**src/rtl/i2s_pkg.sv**
```systemverilog
// Shared definitions for the I2S blocks.
//   play_state_t   : playback sequencer states
//   srate()        : clock cycles per sample period (CLK / SAMPLE_RATE)
//   DATA_WIDTH_DEF : default sample width
package i2s_pkg;

  localparam int DATA_WIDTH_DEF = 16;

  typedef enum logic [1:0] {
    IDLE      = 2'd0,
    FETCH     = 2'd1,
    LOAD      = 2'd2,
    WAIT_TICK = 2'd3
  } play_state_t;

  function automatic int srate(input int clk_hz, input int sample_rate);
    return clk_hz / sample_rate;
  endfunction

endpackage

```
**src/rtl/i2s_rate_gen.sv**
```systemverilog
// Sample-period counter.
// Ports:
//   clk, reset : clock, asynchronous active-high reset
//   clr        : synchronous clear of the count to 0 (wins over en)
//   en         : count enable; count runs 0..SRATE-1 and wraps
//   tick       : high while count == SRATE-2 and enabled, so a registered
//                strobe launched from it is visible while count == SRATE-1
module i2s_rate_gen #(
  parameter int SRATE = 1280,
  parameter int CW    = $clog2(SRATE)
) (
  input  logic clk,
  input  logic reset,
  input  logic clr,
  input  logic en,
  output logic tick
);

  logic [CW-1:0] count;

  always_ff @(posedge clk or posedge reset) begin
    if (reset) begin
      count <= '0;
    end else if (clr) begin
      count <= '0;
    end else if (en) begin
      if (count == CW'(SRATE - 1)) count <= '0;
      else                         count <= count + CW'(1);
    end
  end

  assign tick = en && !clr && (count == CW'(SRATE - 2));

endmodule

```
**src/rtl/i2s_playback_ctrl.sv**
```systemverilog
// Playback sequencer: reads a window of a sync-read sample RAM and presents
// one word per sample period to the I2S serializer as a 1-cycle strobe.
// Optional feature macro: I2S_PLAY_REPEAT_EN adds cfg_repeat[7:0]; a
// non-loop run then plays the window cfg_repeat+1 times before done.
// Ports:
//   clk, reset          : clock, asynchronous active-high reset
//   start, stop         : 1-cycle start / abort pulses
//   cfg_base, cfg_last  : inclusive address window, captured on accepted start
//   cfg_loop            : wrap forever, captured on accepted start
//   cfg_repeat          : extra window passes (only with I2S_PLAY_REPEAT_EN)
//   ram_rdaddr, ram_rden: RAM read port; ram_rddata valid one cycle after rden
//   tx_data, tx_valid   : sample and its 1-cycle strobe, data held between strobes
//   busy, done          : run active; 1-cycle pulse after a non-loop run ends
//   dbg_state           : current sequencer state
// Handshake: tx_valid is a pure strobe with no back-pressure; the serializer
// must take tx_data in the cycle tx_valid is high. ram_rden is a single-cycle
// request and ram_rddata is consumed exactly one cycle later.
module i2s_playback_ctrl
  import i2s_pkg::*;
#(
  parameter int CLK         = 44_000_000,
  parameter int SAMPLE_RATE = 34375,
  parameter int DATA_WIDTH  = DATA_WIDTH_DEF,
  parameter int ADDR_WIDTH  = 8
) (
  input  logic                  clk,
  input  logic                  reset,
  input  logic                  start,
  input  logic                  stop,
  input  logic [ADDR_WIDTH-1:0] cfg_base,
  input  logic [ADDR_WIDTH-1:0] cfg_last,
  input  logic                  cfg_loop,
`ifdef I2S_PLAY_REPEAT_EN
  input  logic [7:0]            cfg_repeat,
`endif
  output logic [ADDR_WIDTH-1:0] ram_rdaddr,
  output logic                  ram_rden,
  input  logic [DATA_WIDTH-1:0] ram_rddata,
  output logic [DATA_WIDTH-1:0] tx_data,
  output logic                  tx_valid,
  output logic                  busy,
  output logic                  done,
  output play_state_t           dbg_state
);

  localparam int SRATE = srate(CLK, SAMPLE_RATE);

  play_state_t           state;
  logic [ADDR_WIDTH-1:0] base_q;
  logic [ADDR_WIDTH-1:0] last_q;
  logic                  loop_q;
  logic [DATA_WIDTH-1:0] hold_q;
  logic                  finish_q;  // last strobe of a run went out this cycle
`ifdef I2S_PLAY_REPEAT_EN
  logic [7:0]            rep_q;
`endif

  logic accept;
  logic tick;

  assign accept    = (state == IDLE) && start && !stop;
  assign dbg_state = state;

  // The period counter restarts with each accepted start so the first
  // strobe position is fixed relative to busy rising.
  i2s_rate_gen #(.SRATE(SRATE)) u_rate (
    .clk   (clk),
    .reset (reset),
    .clr   (accept),
    .en    (busy),
    .tick  (tick)
  );

  always_ff @(posedge clk or posedge reset) begin
    if (reset) begin
      state      <= IDLE;
      base_q     <= '0;
      last_q     <= '0;
      loop_q     <= 1'b0;
      hold_q     <= '0;
      finish_q   <= 1'b0;
`ifdef I2S_PLAY_REPEAT_EN
      rep_q      <= '0;
`endif
      ram_rdaddr <= '0;
      ram_rden   <= 1'b0;
      tx_data    <= '0;
      tx_valid   <= 1'b0;
      busy       <= 1'b0;
      done       <= 1'b0;
    end else begin
      ram_rden <= 1'b0;
      tx_valid <= 1'b0;
      finish_q <= 1'b0;
      done     <= finish_q;

      // Abort takes priority over a due strobe, which is thereby dropped.
      if (state != IDLE && stop) begin
        state <= IDLE;
        busy  <= 1'b0;
      end else begin
        case (state)
          IDLE: begin
            if (accept) begin
              base_q     <= cfg_base;
              last_q     <= cfg_last;
              loop_q     <= cfg_loop;
`ifdef I2S_PLAY_REPEAT_EN
              rep_q      <= cfg_repeat;
`endif
              ram_rdaddr <= cfg_base;
              ram_rden   <= 1'b1;
              busy       <= 1'b1;
              state      <= FETCH;
            end
          end
          FETCH: state <= LOAD;
          LOAD: begin
            hold_q <= ram_rddata;
            state  <= WAIT_TICK;
          end
          WAIT_TICK: begin
            if (tick) begin
              tx_data  <= hold_q;
              tx_valid <= 1'b1;
              if (ram_rdaddr == last_q) begin
                if (loop_q) begin
                  ram_rdaddr <= base_q;
                  ram_rden   <= 1'b1;
                  state      <= FETCH;
                end
`ifdef I2S_PLAY_REPEAT_EN
                else if (rep_q != 8'd0) begin
                  rep_q      <= rep_q - 8'd1;
                  ram_rdaddr <= base_q;
                  ram_rden   <= 1'b1;
                  state      <= FETCH;
                end
`endif
                else begin
                  busy     <= 1'b0;
                  finish_q <= 1'b1;
                  state    <= IDLE;
                end
              end else begin
                // Wraps through 2^ADDR_WIDTH-1 to 0 when last < base.
                ram_rdaddr <= ram_rdaddr + ADDR_WIDTH'(1);
                ram_rden   <= 1'b1;
                state      <= FETCH;
              end
            end
          end
          default: state <= IDLE;
        endcase
      end
    end
  end

endmodule

```
**config.mk**
```make
export PLATFORM = sky130hd
export DESIGN_NAME = i2s_playback_ctrl
export DESIGN_NICKNAME = d
export VERILOG_FILES = /design/src/rtl/i2s_pkg.sv /design/src/rtl/i2s_rate_gen.sv /design/src/rtl/i2s_playback_ctrl.sv
export SDC_FILE = /design/constraint.sdc
export NUM_CORES = 1
export LEC_CHECK = 0
export BUFFER_PORTS_ARGS = -buffer_cell sky130_fd_sc_hd__clkbuf_2
export CORE_UTILIZATION = 35
export CTS_CLUSTER_DIAMETER = 30
export CTS_CLUSTER_SIZE = 16
export DETAILED_ROUTE_END_ITERATION = 10
export PLACE_DENSITY = 0.58
export SLEW_MARGIN = 10
export SYNTH_ARGS = -nofsm -noshare
export SYNTH_HDL_FRONTEND = slang
export SYNTH_HIERARCHICAL = 1
export SYNTH_SLANG_ARGS = --single-unit
```
**constraint.sdc**
```tcl
create_clock -name clk -period 4.6 [get_ports clk]
set_clock_uncertainty 0.1 [all_clocks]
set_input_delay 0.69 -clock clk [delete_from_list [all_inputs] [get_ports clk]]
set_output_delay 0.69 -clock clk [all_outputs]
set_load 0.02 [all_outputs]
```
---- After elaboration in Yosys (flattened, before gate mapping) ----
Index checks and enable logic that the tools add are counted.
storage, ports and cells
  register bits ........................... 75
  input port bits ......................... 37
  output and inout bits ................... 30
  word-level logic and storage cells ...... 81
cells by class
  add/subtract/negate cells ............... 2
  equal/unequal tests ..................... 13
  multiplexer cells ....................... 34
  bitwise logic cells ..................... 1
  reductions and logical operators ........ 18
operator list
  kind                     count
  $mux W11                 3
  $mux W8                  4
  $eq A11 B11 Y1 const B   2
  $mux W1                  19
  $pmux W8 S2              1
  $ne A3 B3 Y1 const B     4
  $add A11 B1 Y11 const B  1
  $reduce_and A5 Y1        2
  $add A8 B1 Y8 const B    1
  $eq A8 B8 Y1             1
  $mux W2                  4
  $pmux W2 S4              1
  $reduce_and A3 Y1        2
  $reduce_bool A2 Y1       3
  $logic_and A1 B1 Y1      5
  $eq A2 B2 Y1 const B     2
  $pmux W1 S2              2
  $reduce_and A2 Y1        2
  $ne A3 B1 Y1 const B     1
  $reduce_bool A3 Y1       1
  $eq A2 B1 Y1 const B     1
  $logic_not A1 Y1         2
  $logic_not A2 Y1         1
  $ne A2 B1 Y1 const B     1
  2 further kinds          2

---- Logic depth before layout (Yosys ltp) ----
  word-level depth ........................ 9
  depth in mapped cells ................... 16
  gate-level depth less buffers ........... 13

---- By module ----
Netlist, hierarchy kept.
modules (own cells, without submodules)
  module             instances  cells each  area an instance (um^2)  sequential area each (um^2)
  i2s_playback_ctrl  1          269         3032.9                   1601.5
  i2s_rate_gen       1          70          646.9                    275.3

---- Worst setup path before layout ----
No wires, ideal clock.
  path type ............................... register to register
  start point ............................. register state[0] (netlist: dbg_state[0])
  end point ............................... register ram_rdaddr[6]
  library setup time ...................... 0.077 ns
  arrival time ............................ 3.603 ns
  data required time ...................... 4.423 ns
  slack ................................... 0.819 ns
  cell stages (with the launch flop) ...... 17
  path buffers ............................ 3
  period minus slack after synthesis ...... 3.781 ns
  cells stage by stage .................... dfrtp_1 -> inv_1 -> ha_1 -> inv_1 -> or3_1 -> clkbuf_1 -> inv_1 -> buf_1 -> and2b_1 -> nand4_1 -> nor4_1 -> nor2b_1 -> nor4_1 -> buf_2 -> mux2i_1 -> o21ai_0 -> a21oi_1
on the way
  cells in the longest elaborated chain, start to end .. 8
  elaborated cells between the ends (all ways) .. 16
  classes of those cells .................. 4 x eq/ne; 1 x mux; 1 x bitwise; 10 x reduce/logical
ends and longest elaborated chain
  item                                line                      RTL
  start, declared                     i2s_playback_ctrl.sv:48   play_state_t state;
  start signal, assigned              i2s_playback_ctrl.sv:76   state <= IDLE;
  start signal, assigned              i2s_playback_ctrl.sv:99   state <= IDLE;
  start signal, assigned              i2s_playback_ctrl.sv:114  state <= FETCH;
  $logic_not A2 Y1                    i2s_playback_ctrl.sv:61   assign accept = (state == IDLE) && start && !stop;
  $logic_and A1 B1 Y1 (2 in a row)    i2s_playback_ctrl.sv:61
  via accept                          i2s_playback_ctrl.sv:58   logic accept;
  $logic_not A1 Y1                    i2s_rate_gen.sv:32        assign tick = en && !clr && (count == CW'(SRATE - 2));
  $logic_and A1 B1 Y1 (2 in a row)    i2s_rate_gen.sv:32
  via tick                            i2s_playback_ctrl.sv:59   logic tick;
  $ne A2 B2 Y1 (no source line)       n/a
  $reduce_and A5 Y1 (no source line)  n/a
  end signal, assigned                i2s_playback_ctrl.sv:111  ram_rdaddr <= cfg_base;
  end signal, assigned                i2s_playback_ctrl.sv:128  ram_rdaddr <= base_q;
  end signal, assigned                i2s_playback_ctrl.sv:147  ram_rdaddr <= ram_rdaddr + ADDR_WIDTH'(1);
  end, declared                       i2s_playback_ctrl.sv:36   output logic [ADDR_WIDTH-1:0] ram_rdaddr,
The timed path passes the listed nets, and every way through them passes these cells.
A chain may end at the register's enable or synchronous reset.

---- Worst setup path after layout ----
  start point ............................. register state[0] (netlist: dbg_state[0])
  end point ............................... register ram_rdaddr[7]
on the way
  cells in the longest elaborated chain, start to end .. 8
  elaborated cells between the ends (all ways) .. 16
  classes of those cells .................. 4 x eq/ne; 1 x mux; 1 x bitwise; 10 x reduce/logical
ends and longest elaborated chain
  item                                line
  $logic_not A2 Y1                    i2s_playback_ctrl.sv:61
  $logic_and A1 B1 Y1 (2 in a row)    i2s_playback_ctrl.sv:61
  $logic_not A1 Y1                    i2s_rate_gen.sv:32
  $logic_and A1 B1 Y1 (2 in a row)    i2s_rate_gen.sv:32
  via tick                            i2s_playback_ctrl.sv:59
  $ne A2 B2 Y1 (no source line)       n/a
  $reduce_and A5 Y1 (no source line)  n/a
The timed path passes the listed nets, and every way through them passes these cells.

==> Implementation_results.wiki <==
{| class="wikitable"
! Metric !! Value
|-
| Total CTS buffers || 9
|-
| HPWL reported at the end of detailed placement || around 5700 um
|-
| Top cell type by total area after synthesis || dfrtp_1
|-
| Length of the first detailed-routing pass in iterations || 4
|-
| # clock sinks || 75
|-
| Fraction of the yosys area taken by sequential cells || around half
|-
| Primary FF master, synth || dfrtp_1
|-
| Setup TNS || 0 ns
|-
| Path type of the worst setup path || flip-flop to flip-flop
|-
| Synth-to-layout area growth || 19.5%
|-
| Post-CTS setup buffer count || 0
|-
| Overall routed net length || around 8000 um
|-
| Endpoint arrival time on the critical path || between 4 and 5 ns
|-
| Compound-gate portion of the synthesized area || 8.26%
|-
| Post-synthesis share of cell area spent on and, or, nand and nor gates || 18.4%
|-
| Antenna violations before repair || 0
|-
| Total power divided by cell area || approximately 580 nW/um^2
|-
| Worst hold path type || input port to async pin
|-
| Part of the cycle the worst path needs || 84.9%
|-
| Number of flops mapped to enable cells by yosys || 0
|-
| Initial core utilization || between 30% and 40%
|-
| CP required || roughly 4.7 ns
|-
| Area of the mapped netlist || between 3000 and 4000 um^2
|-
| Placer Congestion || 0.773
|-
| Clock latency on the worst-skew pair || between 0.3 and 0.4 ns
|-
| Global routing usage summed across all routing layers || ~16%
|-
| Hold buffer count at CTS || 0
|-
| Largest net degree at the start of global routing || 34
|-
| Vias in the first global route || ~2700
|-
| Cell variety after synth || 54
|-
| Number of gates resized after CTS || 0
|-
| H-tree depth || 3
|-
| TritonCTS clock tree || done
|-
| Placed instance count || about 530
|-
| Initial DRC count || about 120
|-
| Buffer levels on the longest clock path || 2
|-
| Ant. Diodes || 0
|-
| Peak VDD IR || ~0.00025 V
|-
| Nature of the critical path endpoint || flip-flop
|-
| CTS clock-pin slew for the worst setup and hold paths || approximately 0.080 ns
|-
| IO buf count || 66
|-
| Area share of the largest cell type after synthesis || between 50% and 60%
|-
| Count of unresolved DRC violations after routing || 0
|-
| Slew of the pin with the lowest slew margin || 0.929 ns
|-
| Core occupancy in the finished layout || a little over two fifths
|-
| Count of nets after finishing || between 400 and 500
|-
| Count of final hold-check violations || 0
|-
| Overall die area || 10900 um^2
|-
| Site row count || 37
|-
| Final number of max-transition violations || 0
|-
| Async set-reset flop share out of synthesis || 100%
|-
| Number of warning messages in the yosys log || 6
|-
| Mean instance size in the synthesized netlist || 10.9 um^2
|-
| Multiplexer area fraction after synthesis || 12.8%
|-
| Achievable Freq || roughly 260 MHz
|-
| First-pass GRT wire length || approximately 14000 um
|-
| Total core area || about 10000 um^2
|-
| Total of fill cells in the finished design || between 1000 and 1500
|-
| Synth cell count leaders || dfrtp_1, nand2_1, mux2_2
|-
| Leak || around 2.2 nW
|-
| Number of cells in the finished layout apart from fillers || between 500 and 600
|-
| Library cell with the highest instance count after synthesis || dfrtp_1
|-
| Leading cell types by total area after synthesis || dfrtp_1, mux2_2, nand2_1
|-
| Gr ovfl total || 0
|-
| Antenna-violating nets left || 0
|-
| Share of cells above drive strength 1 || roughly a third
|-
| Boundary Pins || 67
|-
| Synthesized net count || between 300 and 400
|-
| Min Tclk post-route || 3.91 ns
|-
| DIE WIDTH || around 100 um
|-
| Worst max-slew margin expressed relative to the limit || a little under two fifths
|-
| Floorplan die height || approximately 100 um
|-
| Largest fanout on the critical path || 19
|-
| Largest family of logic cells by synthesized area || simple AND/OR/NAND/NOR gates
|-
| Fraction of synthesized cell area in xor and xnor cells || approximately 4.0%
|-
| Unrepaired setup endpoints after global routing || false
|-
| WL/cell || approximately 15 um
|-
| Startpoint types || flip-flop
|-
| Total number of vias || between 2000 and 3000
|-
| Synthesized netlist cell count || about 340
|-
| Total of flip-flops plus latches after synthesis || 75
|-
| Cell chosen for the clock root || clkbuf_8
|-
| Max-Cap Viols || 0
|-
| Synth Area in Adders || 2.38%
|-
| Final number of setup-violating endpoints || 0
|-
| Outcome || finished, final reports clean
|-
| Detail-routed via count per cell || around 5
|}
==> flip-flops by register name, indices dropped and copies added (netlist names) <==
signal	flops
done	1
tx_data	16
last_q	8
base_q	8
tx_valid	1
busy	1
hold_q	16
ram_rdaddr	8
loop_q	1
dbg_state	2
u_rate/count	11
finish_q	1
ram_rden	1
==> final cells by class <==
| type | instances | area [um^2] | area share (%) |
|---|---|---|---|
| timing repair buffer | 70 | 360 | 8.19 |
| clock inverter | 7 | 124 | 2.82 |
| sequential | 75 | 1880 | 42.7 |
| multi-input combinational | 238 | 1690 | 38.5 |
| tap | 136 | 170 | 3.87 |
| clock buffer | 9 | 124 | 2.82 |
| inverter | 13 | 48.8 | 1.11 |
==> cells by family (layout without fill, tap and decap cells) <==
kind of cell	count (synthesis)	in the layout
AOI/OAI and AO/OA	41	41
xor gates and xnor gates	16	16
adders and majority gates	7	7
buffers and inverters	26	99
DFF	75	75
muxes	42	42
and+or+nand+nor	132	132
==> worst paths after layout <==
check | startpoint | to | slack [ns] | cells past startpoint
max | dbg_state[0] | ram_rdaddr[7] | 0.69 | 14
min | reset | u_rate/count[2] | 0.23 | 2
max reg2reg | dbg_state[0] | ram_rdaddr[7] | 0.69 | 14
min reg2reg | finish_q | done | 0.26 | 0
max in group asynchronous | reset | tx_data[8] | 3.18 | 3
min in group clk | finish_q | done | 0.26 | 0
==> metrics by stage <==
step | total power, W | hold WS (ns) | instance area [um^2] | setup slack (ns)
final | 0.00256 | 0.233 | 4400 | 0.694
after global routing | 0.00275 | 0.260 | 4400 | 0.248
after CTS | 0.00259 | 0.235 | 4400 | 0.664
after detailed placement | 0.00195 | 0.247 | 4150 | 0.706
after global placement | 0.00192 | 0.242 | 4150 | 0.895
after floorplan | 0.00171 | 0.231 | 3680 | 0.819
==> per-layer routing <==
| metal | vias up | track usage, % | wire, um | part of all wire, % |
|---|---|---|---|---|
| li1 | 1312 | - | - | - |
| met1 | 1346 | 21.4 | 3720 | 46 |
| met2 | 79 | 24.6 | 3770 | 46 |
| met3 | 12 | 3.87 | 454 | 5.6 |
| met4 | 0 | 7.76 | 163 | 2.0 |
| met5 | - | 0 | 0 | 0 |
==> power breakdown <==
| group | total [W] | leakage [nW] | internal, W | switching [W] |
|---|---|---|---|---|
| Sequential | 0.00108 | 0.956 | 0.000869 | 0.000210 |
| Combinational | 0.000854 | 1.09 | 0.000380 | 0.000474 |
| Clock | 0.000627 | 0.120 | 0.000364 | 0.000264 |
| Total | 0.00256 | 2.17 | 0.00161 | 0.000948 |
==> cell usage in the layout (no fill, tap or decap), types with 2 or more instances in the layout <==
master,count
dfrtp_1,75
and3_1,2
nor3_1,3
bufinv_16,3
xnor2_1,3
nand4_1,5
or2_2,2
o21ai_0,9
clkinv_4,2
o2111ai_1,2
nand4b_2,2
buf_4,4
nor2_1,10
inv_1,12
nand2_1,67
o211ai_1,4
nand2b_1,6
nor4_4,2
a31oi_1,3
or3_1,5
xor2_1,12
nor2b_1,4
clkbuf_8,9
ha_1,7
mux2_2,36
nand3_1,12
clkbuf_2,66
a21oi_1,10
mux2i_1,5
==> critical path, stage by stage, from the launching register on <==
cell	delay [ns]
dfrtp_1	0.43
inv_1	0.12
ha_1	0.24
inv_1	0.14
or3_1	0.59
inv_1	0.12
and2b_1	0.30
nand4_1	0.11
nor4_1	0.46
nor2b_1	0.15
nor4_2	0.22
buf_4	0.24
nand2_1	0.12
nor4bb_1	0.35
nor3_1	0.09
No activity file was read; power rests on OpenSTA's default activity.
